===== src/rtl/port_ring_tap_arb_pkg.sv =====
// rtl/port_ring_tap_arb_pkg.sv - shared pcc codes, ring-word field positions and state indices for the ring tap
package port_ring_tap_arb_pkg;

    localparam logic [1:0] pcc_data   = 2'd0;
    localparam logic [1:0] pcc_sop    = 2'd1;
    localparam logic [1:0] pcc_eop    = 2'd2;
    localparam logic [1:0] pcc_badeop = 2'd3;

    localparam int st_idle    = 0;
    localparam int st_tdata   = 1;
    localparam int st_rfwd    = 2;
    localparam int st_rcopy   = 3;
    localparam int st_rsink   = 4;
    localparam int st_ldrop   = 5;
    localparam int st_rdrop   = 6;
    localparam int num_states = 7;

    localparam logic [num_states-1:0] s_idle  = 7'b000_0001;
    localparam logic [num_states-1:0] s_tdata = 7'b000_0010;
    localparam logic [num_states-1:0] s_rfwd  = 7'b000_0100;
    localparam logic [num_states-1:0] s_rcopy = 7'b000_1000;
    localparam logic [num_states-1:0] s_rsink = 7'b001_0000;
    localparam logic [num_states-1:0] s_ldrop = 7'b010_0000;
    localparam logic [num_states-1:0] s_rdrop = 7'b100_0000;

    typedef enum logic {
        prio_local = 1'b0,
        prio_ring  = 1'b1
    } prio_e;

    // Ring word layout is {pvec, pcc[1:0], payload[dw-1:0]}
    function automatic int prw_pvec(input int dw);
        return dw + 2;
    endfunction

    function automatic int prw_pcc_lo(input int dw);
        return dw;
    endfunction

    function automatic int prw_data_hi(input int dw);
        return dw - 1;
    endfunction

    function automatic logic is_end(input logic [1:0] pcc);
        return (pcc == pcc_eop) || (pcc == pcc_badeop);
    endfunction

endpackage


===== src/rtl/port_ring_sat_cnt.sv =====
// rtl/port_ring_sat_cnt.sv - saturating packet counter with synchronous reset
module port_ring_sat_cnt #(
    parameter int cnt_w = 16
) (
    input  logic             clk,
    input  logic             reset,
    input  logic             inc_i,
    output logic [cnt_w-1:0] count_o
);

    logic [cnt_w-1:0] count_q;

    always_ff @(posedge clk) begin
        if (reset) begin
            count_q <= '0;
        end else if (inc_i && (count_q != '1)) begin
            count_q <= count_q + {{(cnt_w-1){1'b0}}, 1'b1};
        end
    end

    assign count_o = count_q;

endmodule


===== src/rtl/port_ring_tap_arb.sv =====
// rtl/port_ring_tap_arb.sv - ring tap: injects local packets, forwards/copies/sinks/drops ring packets by destination vector
module port_ring_tap_arb
    import port_ring_tap_arb_pkg::*;
#(
    parameter int num_ports = 4,
    parameter int portnum   = 0,
    parameter int dw        = 62,
    parameter int pdp_sz    = dw + 2,
    parameter int rdp_sz    = dw + 3,
    parameter int cnt_w     = 16
) (
    input  logic                 clk,
    input  logic                 reset,
    input  logic [num_ports-1:0] lfli_data,
    input  logic                 lfli_srdy,
    output logic                 lfli_drdy,
    input  logic [pdp_sz-1:0]    lprx_data,
    input  logic                 lprx_srdy,
    output logic                 lprx_drdy,
    output logic [pdp_sz-1:0]    lptx_data,
    output logic                 lptx_srdy,
    input  logic                 lptx_drdy,
    input  logic [rdp_sz-1:0]    lri_data,
    input  logic                 lri_srdy,
    output logic                 lri_drdy,
    output logic [rdp_sz-1:0]    lro_data,
    output logic                 lro_srdy,
    input  logic                 lro_drdy,
    output logic                 proto_err,
    output logic [cnt_w-1:0]     cnt_inj,
    output logic [cnt_w-1:0]     cnt_fwd,
    output logic [cnt_w-1:0]     cnt_rx,
    output logic [cnt_w-1:0]     cnt_drop
);

    localparam int pvec_b = prw_pvec(dw);
    localparam int pcc_lo = prw_pcc_lo(dw);
    localparam logic [num_ports-1:0] own = {{(num_ports-1){1'b0}}, 1'b1} << portnum;

    logic [num_states-1:0] state_q, state_d;
    prio_e                 prio_q, prio_d;
    logic                  inc_inj, inc_fwd, inc_rx, inc_drop;

    logic [num_ports-1:0] lv, rv, rest;
    logic                 ri_pvec, sel_local, sel_ring, ri_done, lp_done;
    logic [1:0]           ri_pcc, lp_pcc;
    logic [rdp_sz-1:0]    hdr;

    assign lv        = lfli_data & ~own;
    assign rv        = lri_data[num_ports-1:0];
    assign rest      = rv & ~own;
    assign ri_pvec   = lri_data[pvec_b];
    assign ri_pcc    = lri_data[pcc_lo+1:pcc_lo];
    assign lp_pcc    = lprx_data[pcc_lo+1:pcc_lo];
    assign sel_local = lfli_srdy && (!lri_srdy || (prio_q == prio_local));
    assign sel_ring  = lri_srdy && !sel_local;
    assign ri_done   = lri_srdy && lri_drdy && is_end(ri_pcc);
    assign lp_done   = lprx_srdy && lprx_drdy && is_end(lp_pcc);

    always_ff @(posedge clk) begin
        if (reset) begin
            state_q <= s_idle;
            prio_q  <= prio_local;
        end else begin
            state_q <= state_d;
            prio_q  <= prio_d;
        end
    end

    // Transitions key off the pops issued by the output process, so a start is taken exactly when its word is consumed
    always_comb begin
        state_d  = state_q;
        prio_d   = prio_q;
        inc_inj  = 1'b0;
        inc_fwd  = 1'b0;
        inc_rx   = 1'b0;
        inc_drop = 1'b0;
        if (state_q[st_idle]) begin
            if (lfli_drdy) begin
                prio_d   = prio_ring;
                state_d  = (lv != '0) ? s_tdata : s_ldrop;
                inc_inj  = (lv != '0);
                inc_drop = (lv == '0);
            end else if (lri_drdy && ri_pvec) begin
                prio_d = prio_local;
                if ((rv & own) != '0) begin
                    state_d = (rest != '0) ? s_rcopy : s_rsink;
                end else if (rv != '0) begin
                    state_d = s_rfwd;
                end else begin
                    state_d  = s_rdrop;
                    inc_drop = 1'b1;
                end
            end
        end else if (state_q[st_tdata] || state_q[st_ldrop]) begin
            if (lp_done) begin
                state_d = s_idle;
            end
        end else if (ri_done) begin
            state_d = s_idle;
            inc_fwd = state_q[st_rfwd];
            inc_rx  = state_q[st_rcopy] || state_q[st_rsink];
        end
    end

    always_comb begin
        lfli_drdy = 1'b0;
        lprx_drdy = 1'b0;
        lptx_srdy = 1'b0;
        lptx_data = lri_data[pdp_sz-1:0];
        lri_drdy  = 1'b0;
        lro_srdy  = 1'b0;
        lro_data  = lri_data;
        proto_err = 1'b0;
        hdr       = '0;
        hdr[pvec_b] = 1'b1;
        if (!reset) begin
            if (state_q[st_idle]) begin
                if (sel_local) begin
                    if (lv != '0) begin
                        hdr[num_ports-1:0] = lv;
                        lro_data  = hdr;
                        lro_srdy  = 1'b1;
                        lfli_drdy = lro_drdy;
                    end else begin
                        lfli_drdy = 1'b1;
                    end
                end else if (sel_ring) begin
                    if (!ri_pvec) begin
                        lri_drdy  = 1'b1;
                        proto_err = 1'b1;
                    end else if ((rv & own) != '0) begin
                        if (rest != '0) begin
                            hdr[num_ports-1:0] = rest;
                            lro_data = hdr;
                            lro_srdy = 1'b1;
                            lri_drdy = lro_drdy;
                        end else begin
                            lri_drdy = 1'b1;
                        end
                    end else if (rv != '0) begin
                        lro_srdy = 1'b1;
                        lri_drdy = lro_drdy;
                    end else begin
                        lri_drdy = 1'b1;
                    end
                end
            end else if (state_q[st_tdata]) begin
                lro_data  = {1'b0, lprx_data};
                lro_srdy  = lprx_srdy;
                lprx_drdy = lro_drdy;
            end else if (state_q[st_rfwd]) begin
                lro_srdy = lri_srdy;
                lri_drdy = lro_drdy;
            end else if (state_q[st_rcopy]) begin
                // Each side only sees valid when every other party is ready, so a word moves everywhere or nowhere
                lro_srdy  = lri_srdy && lptx_drdy;
                lptx_srdy = lri_srdy && lro_drdy;
                lri_drdy  = lro_drdy && lptx_drdy;
            end else if (state_q[st_rsink]) begin
                lptx_srdy = lri_srdy;
                lri_drdy  = lptx_drdy;
            end else if (state_q[st_ldrop]) begin
                lprx_drdy = 1'b1;
            end else if (state_q[st_rdrop]) begin
                lri_drdy = 1'b1;
            end
        end
    end

    port_ring_sat_cnt #(.cnt_w(cnt_w)) u_cnt_inj (
        .clk(clk), .reset(reset), .inc_i(inc_inj), .count_o(cnt_inj)
    );
    port_ring_sat_cnt #(.cnt_w(cnt_w)) u_cnt_fwd (
        .clk(clk), .reset(reset), .inc_i(inc_fwd), .count_o(cnt_fwd)
    );
    port_ring_sat_cnt #(.cnt_w(cnt_w)) u_cnt_rx (
        .clk(clk), .reset(reset), .inc_i(inc_rx), .count_o(cnt_rx)
    );
    port_ring_sat_cnt #(.cnt_w(cnt_w)) u_cnt_drop (
        .clk(clk), .reset(reset), .inc_i(inc_drop), .count_o(cnt_drop)
    );

endmodule


===== config.mk =====
export PLATFORM = sky130hd
export DESIGN_NAME = port_ring_tap_arb
export DESIGN_NICKNAME = d
export VERILOG_FILES = /design/src/rtl/port_ring_tap_arb_pkg.sv /design/src/rtl/port_ring_sat_cnt.sv /design/src/rtl/port_ring_tap_arb.sv
export SDC_FILE = /design/constraint.sdc
export NUM_CORES = 1
export LEC_CHECK = 0
export ABC_AREA = 1
export CAP_MARGIN = 25
export CORE_MARGIN = 2
export CORE_UTILIZATION = 25
export DETAILED_ROUTE_END_ITERATION = 8
export GPL_ROUTABILITY_DRIVEN = 0
export HOLD_SLACK_MARGIN = 0.03
export SYNTH_ARGS = -nofsm -noshare
export SYNTH_HDL_FRONTEND = slang
export SYNTH_SLANG_ARGS = --single-unit

===== constraint.sdc =====
create_clock -name clk -period 5.2 [get_ports clk]
set_input_delay 1.04 -clock clk [delete_from_list [all_inputs] [get_ports clk]]
set_output_delay 1.04 -clock clk [all_outputs]
set_load 0.01 [all_outputs]

==> After elaboration in Yosys (flattened, before gate mapping) <==
Index checks and enable logic that the tools add are counted.
{ "classes": {"addsub": 4, "n_eq_ne": 10, "reduce_logical": 29, "bitwise": 1, "muxes": 82} }
{ "op_table": {"columns": ["cell", "count"], "rows": [
  ["$mux 65", 7],
  ["$mux 64", 2],
  ["$add 16x1->16 const B", 4],
  ["$ne 16x16->1 const B", 4],
  ["$mux 1", 63],
  ["$mux 7", 8],
  ["$logic_and 1x1->1", 14],
  ["$reduce_bool 4->1", 3],
  ["$eq 2x2->1 const B", 4],
  ["$mux 6", 1],
  ["$logic_or 1x1->1", 5],
  ["$mux 5", 1],
  ["$logic_not 4->1", 1],
  ["$ne 3x2->1 const B", 1],
  ["$ne 3x3->1 const B", 1],
  ["$reduce_and 3->1", 1],
  ["$reduce_bool 3->1", 1],
  ["$logic_not 1->1", 2],
  ["$reduce_and 2->1", 1],
  ["$reduce_bool 2->1", 1],
  ["$not 1->1", 1]
]} }
{ "totals": {"register_bits": 72, "output_inout_bits": 199, "in_bits": 140, "elab_cells": 133} }

==> Logic depth before layout (Yosys ltp) <==
{ "logic_depth": {"word_depth": 15, "ltp_mapped": 13, "depth_no_buf": 13} }

==> By module <==
A second synthesis with hierarchy kept.
{ "unflattened": {"hier_cells": 1144, "hier_area_um2": 6551.3} }
{ "modules_own_cells": {"columns": ["mod", "cells_each", "seq_area_each_um2", "area_each_um2", "instances"], "rows": [
  ["port_ring_sat_cnt (u_cnt_drop ...)", 149, 320.3, 929.6, 3],
  ["port_ring_tap_arb", 539, 160.2, 2788.9, 1],
  ["port_ring_sat_cnt (u_cnt_rx)", 158, 320.3, 973.4, 1]
]} }

==> Least setup slack after synthesis <==
Ideal clock, no wire load.
{ "synth_timing": {"kind": "input-to-output", "startpoint": "in lfli_data[1]", "endpoint": "out lro_data[63]", "path_slack_ps": 1976, "path_buffers": 1, "t_required_ps": 4160, "t_arrival_ps": 2184, "path_stages": 10, "path_cell_list": "nor2_1 > nand2_1 > inv_1 > o21ai_1 > nor2_1 > nor2_1 > o21ai_1 > buf_2 > a21oi_1 > o21ai_1"} }
{ "synth_via": {"elab_chain_cells": 5} }
{ "synth_rtl": {"columns": ["item", "line", "text"], "rows": [
  ["start: declaration", "port_ring_tap_arb.sv:14", "input logic [num_ports-1:0] lfli_data,"],
  ["$reduce_bool 4->1", "port_ring_tap_arb.sv:120", "if (lv != '0) begin"],
  ["$mux 65", "port_ring_tap_arb.sv:120", null],
  ["$mux 65", "port_ring_tap_arb.sv:119", "if (sel_local) begin"],
  ["$mux 65", "port_ring_tap_arb.sv:118", "if (state_q[st_idle]) begin"],
  ["$mux 65", "port_ring_tap_arb.sv:117", "if (!reset) begin"],
  ["end: declaration", "port_ring_tap_arb.sv:26", "output logic [rdp_sz-1:0] lro_data,"]
]} }
No other way between the ends.

==> Worst setup path after layout <==
{ "layout_timing": {"startpoint": "in lfli_data[1]", "endpoint": "out lro_data[10]"} }
The elaborated chain is that of the path after synthesis.

==> results.md <==
- The run finished with clean final reports.
- The first global-routing pass estimated 39.1 mm of wire.
- The area taken by flip-flops and latches is 1440 um2.
- 339 I/O pins were placed.
- For this configuration, the core starts out at a cell density of 0.253.
- The warning count from the yosys run is 0.
- After the first detailed-routing iteration, the DRC count stood at 536.
- The number of antenna diodes in the final layout is 0.
- In the final layout, the multi-input gates occupy 3480 um2.
- The distinct cell type count of the synthesized netlist is 37.
- The post-synthesis instance area is 6320 um2.
- The power density over the cells is 201 nW/um2.
- Of all nets on the critical path, the largest fanout is 42.
- For the final database, setup skew stands at 0.0116 ns.
- For this run, the total global-route usage over all layers was measured as 0.187.
- The length of the first detailed-routing pass in iterations is 5.
- Sorting the synthesized cells by area gives the leading types as dfxtp_1, inv_1, nand2_1, a21oi_1, buf_4.
- The number of clock buffers added by TritonCTS is 9.
- Gates resized during post-CTS repair numbered 0.
- The actual transition at the worst max-transition pin is 0.809 ns.
- The number of setup violations in the final report is 0.
- The routed wire length per instance is 15.7 um.
- The number of clock sinks is 72.
- At the worst endpoint, the required time is 4.16 ns.
- The clock transition time at the flip-flop clock pins of the worst setup and hold paths is 0.06 ns.
- The clock root buffer master is clkbuf_16.
- The die is 163 um wide.
- The kind of path behind the tightest hold check is reg -> reg.
- After synthesis, the share of flip-flops with an asynchronous set or reset is 0.
- The floorplan step defined a die boundary enclosing 26600 um2.
- The number of global-route vias before repair is 6808.
- The fraction of synthesized cell area taken by the top area cell type is 0.228.
- After filler insertion, the fill cell instance count of the layout stands at 2648.
- The floorplan has 58 rows.
- The type of element launching the critical path is an input port.
- The worst setup path category is in -> out.
- The remaining design rule violation count is 0.
- After synthesis, the largest family of logic cells by area is simple AND/OR/NAND/NOR gates.
- Derived from the worst setup path, the maximum achievable clock frequency is 0.210 GHz.
- The count of final hold-check violations is 0.
- Across all layers, the routed design uses 7402 vias.
- Summed over all failing endpoints, the final setup total negative slack is 0 ns.
- The worst pin sits at a relative slew slack of 0.458.
- The mean cell area of the mapped netlist is 6.09 um2.
- Once detail routing completed, the nets flagged for antenna violations numbered 0.
- Of the total synthesized cell area, the portion taken by AND, OR, NAND and NOR gates is 0.297.
- Of the total synthesized cell area, the portion taken by full adders, half adders and majority gates is 0.00792.
- For this block, the routed nets add up to 25.5 mm of wire.
- After clock tree synthesis, the flow added hold-fix buffers numbering 0.
- After global routing the overflow that remains totals 0.
- During placement, the flow inserted port buffers numbering 337.
- The worst IR drop on VDD is 0.145 mV.
- The number of max-slew violations in the final report is 0.
- For this run, the post-layout net count is 1429.
- The die height is 163 um.
- In this run the static leakage power is 4.01 nW.
- The clock passes through at most 2 buffers.
- The primary flip-flop cell chosen by synthesis mapping is dfxtp_1.
- The compound-gate portion of the synthesized area is 0.189.
- The number of setup buffers added after CTS is 0.
- Of the total synthesized cell area, the portion taken by XOR and XNOR cells is 0.0540.
- The number of synthesized flops with an enable pin is 0.
- Relative to the synthesized area, the layout overhead comes to 54.4%.
- In this run the number of H-tree levels came out at 3.
- The number of nets handed over by synthesis was 1182.
- The clock latency reported for the late side of the worst-skew pair is 0.34 ns.
- The signal arrival time at the worst endpoint is 3.72 ns.
- The number of synthesized register bits is 72.
- The sequential fraction of the synthesis area is 0.228.
- The multiplexer area fraction after synthesis is 0.
- The tool flagged a number of max-cap violations equal to 0.
- Using the TritonRoute via totals, the vias-per-cell ratio works out to 4.57.
- The TritonCTS clock tree is done.
- The fraction of final layout cells sized beyond drive strength 1 is 0.0636.
- Detailed placement ended at an HPWL of 20.0 mm.
- Entering global routing, the biggest net connects 70 pins.
- The number of antenna violations at the first check in global routing is 0.
- The worst setup path is captured at an output pin.
- The number of standard cells after synthesis is 1038.
- In this run the standard cell core region covers 25000 um2.
- After layout, the minimum clock period comes to 4.76 ns.
- Setup repair after global routing left no endpoint under its margin.
- The final clock period utilization by the worst path is 0.915.
- The total design power is 1.96 mW.
- The biggest area consumer among synthesized cells is dfxtp_1.
==> final timing paths <==
path         cells past startpoint                   end         start  slack, ns
max                             12          lro_data[10]  lfli_data[1]       0.44
min                              2                prio_q        prio_q       0.47
max reg2reg                      8  u_cnt_fwd.count_o[1]    state_q[0]       2.28
min reg2reg                      2                prio_q        prio_q       0.47
==> worst max-delay path, stage by stage <==
cell	delay (ns)
clkdlybuf4s50_1	0.49
nor2_1	0.05
nand2_1	0.13
inv_1	0.07
o21ai_1	0.35
nor2_1	0.14
nor2_1	0.22
o21ai_4	0.23
buf_12	0.25
o22ai_1	0.16
inv_1	0.08
clkdlybuf4s50_1	0.49
==> sequential cells by signal, indices dropped and copies added (netlist names) <==
| register | count |
|---|---|
| u_cnt_drop.count_o | 16 |
| u_cnt_fwd.count_o | 16 |
| u_cnt_inj.count_o | 16 |
| u_cnt_rx.count_o | 16 |
| state_q | 7 |
| prio_q | 1 |
==> synthesized netlist by cell type (7+ instances only) <==
cell type and count:
buf_4 69, buf_2 11, nor2_1 128, clkbuf_1 27, dfxtp_1 72, xnor2_1 16, a21oi_2 14, nand2_1 155
inv_2 7, xor2_1 23, nand3_1 57, nand2_2 12, o21ai_0 15, inv_1 179, nand4_1 17, nor3_1 20
o22ai_1 62, a21oi_1 111
==> stage by stage <==
step                      setup WS [ns]  cells   util  hold slack, ns  cell area, um2
after floorplan                    1.98   1038      -           0.446            6320
after global placement            0.426   1604  0.380           0.458            9480
after detailed placement          0.403   1604  0.380           0.466            9480
after CTS                         0.386   1620  0.391           0.474            9760
after global routing              0.161   1620  0.391           0.498            9760
final                             0.440   1620  0.391           0.474            9760
==> per-layer routing <==
layer / vias up / share of wire / GRT usage
met3: 24 / 0.053 / 0.0344
li1: 3783 / - / -
met1: 3384 / 0.44 / 0.235
met2: 211 / 0.48 / 0.324
met4: 0 / 0.022 / 0.0543
met5: - / 0 / 0
==> layout make-up <==
cell class	count	area share
clock buffers	9	0.0231
clock inverters	7	0.00551
inverters	186	0.0715
multi-input cells	670	0.356
flip-flops and latches	72	0.148
well taps	330	0.0423
repair buffers	346	0.353
==> layout by cell type, fill, tap and decap left out, drive strengths merged, types with 18 or more instances in the layout <==
cell,count
nand4,18
o22ai,62
inv,189
nor3,24
o21ai,18
nand2,170
nand3,61
dfxtp,72
nor2,133
xor2,23
clkdlybuf4s50,336
a21oi,125
==> cells by family (layout without fill, tap and decap cells) <==
| family | Yosys count | count (layout) |
|---|---|---|
| buffers and inverters | 296 | 548 |
| AND/OR/NAND/NOR | 417 | 417 |
| XOR/XNOR | 39 | 39 |
| adder cells (fa/ha/maj) | 4 | 4 |
| flip-flops | 72 | 72 |
| AO/OA/AOI/OAI | 210 | 210 |
==> where the power goes <==
group / switching [mW] / total [mW] / internal (mW)
sequential: 0.0115 / 0.570 / 0.559
combinational: 0.396 / 0.785 / 0.389
clock: 0.274 / 0.601 / 0.328
total: 0.682 / 1.96 / 1.28
Note: power is estimated with default switching activity, not from simulation.
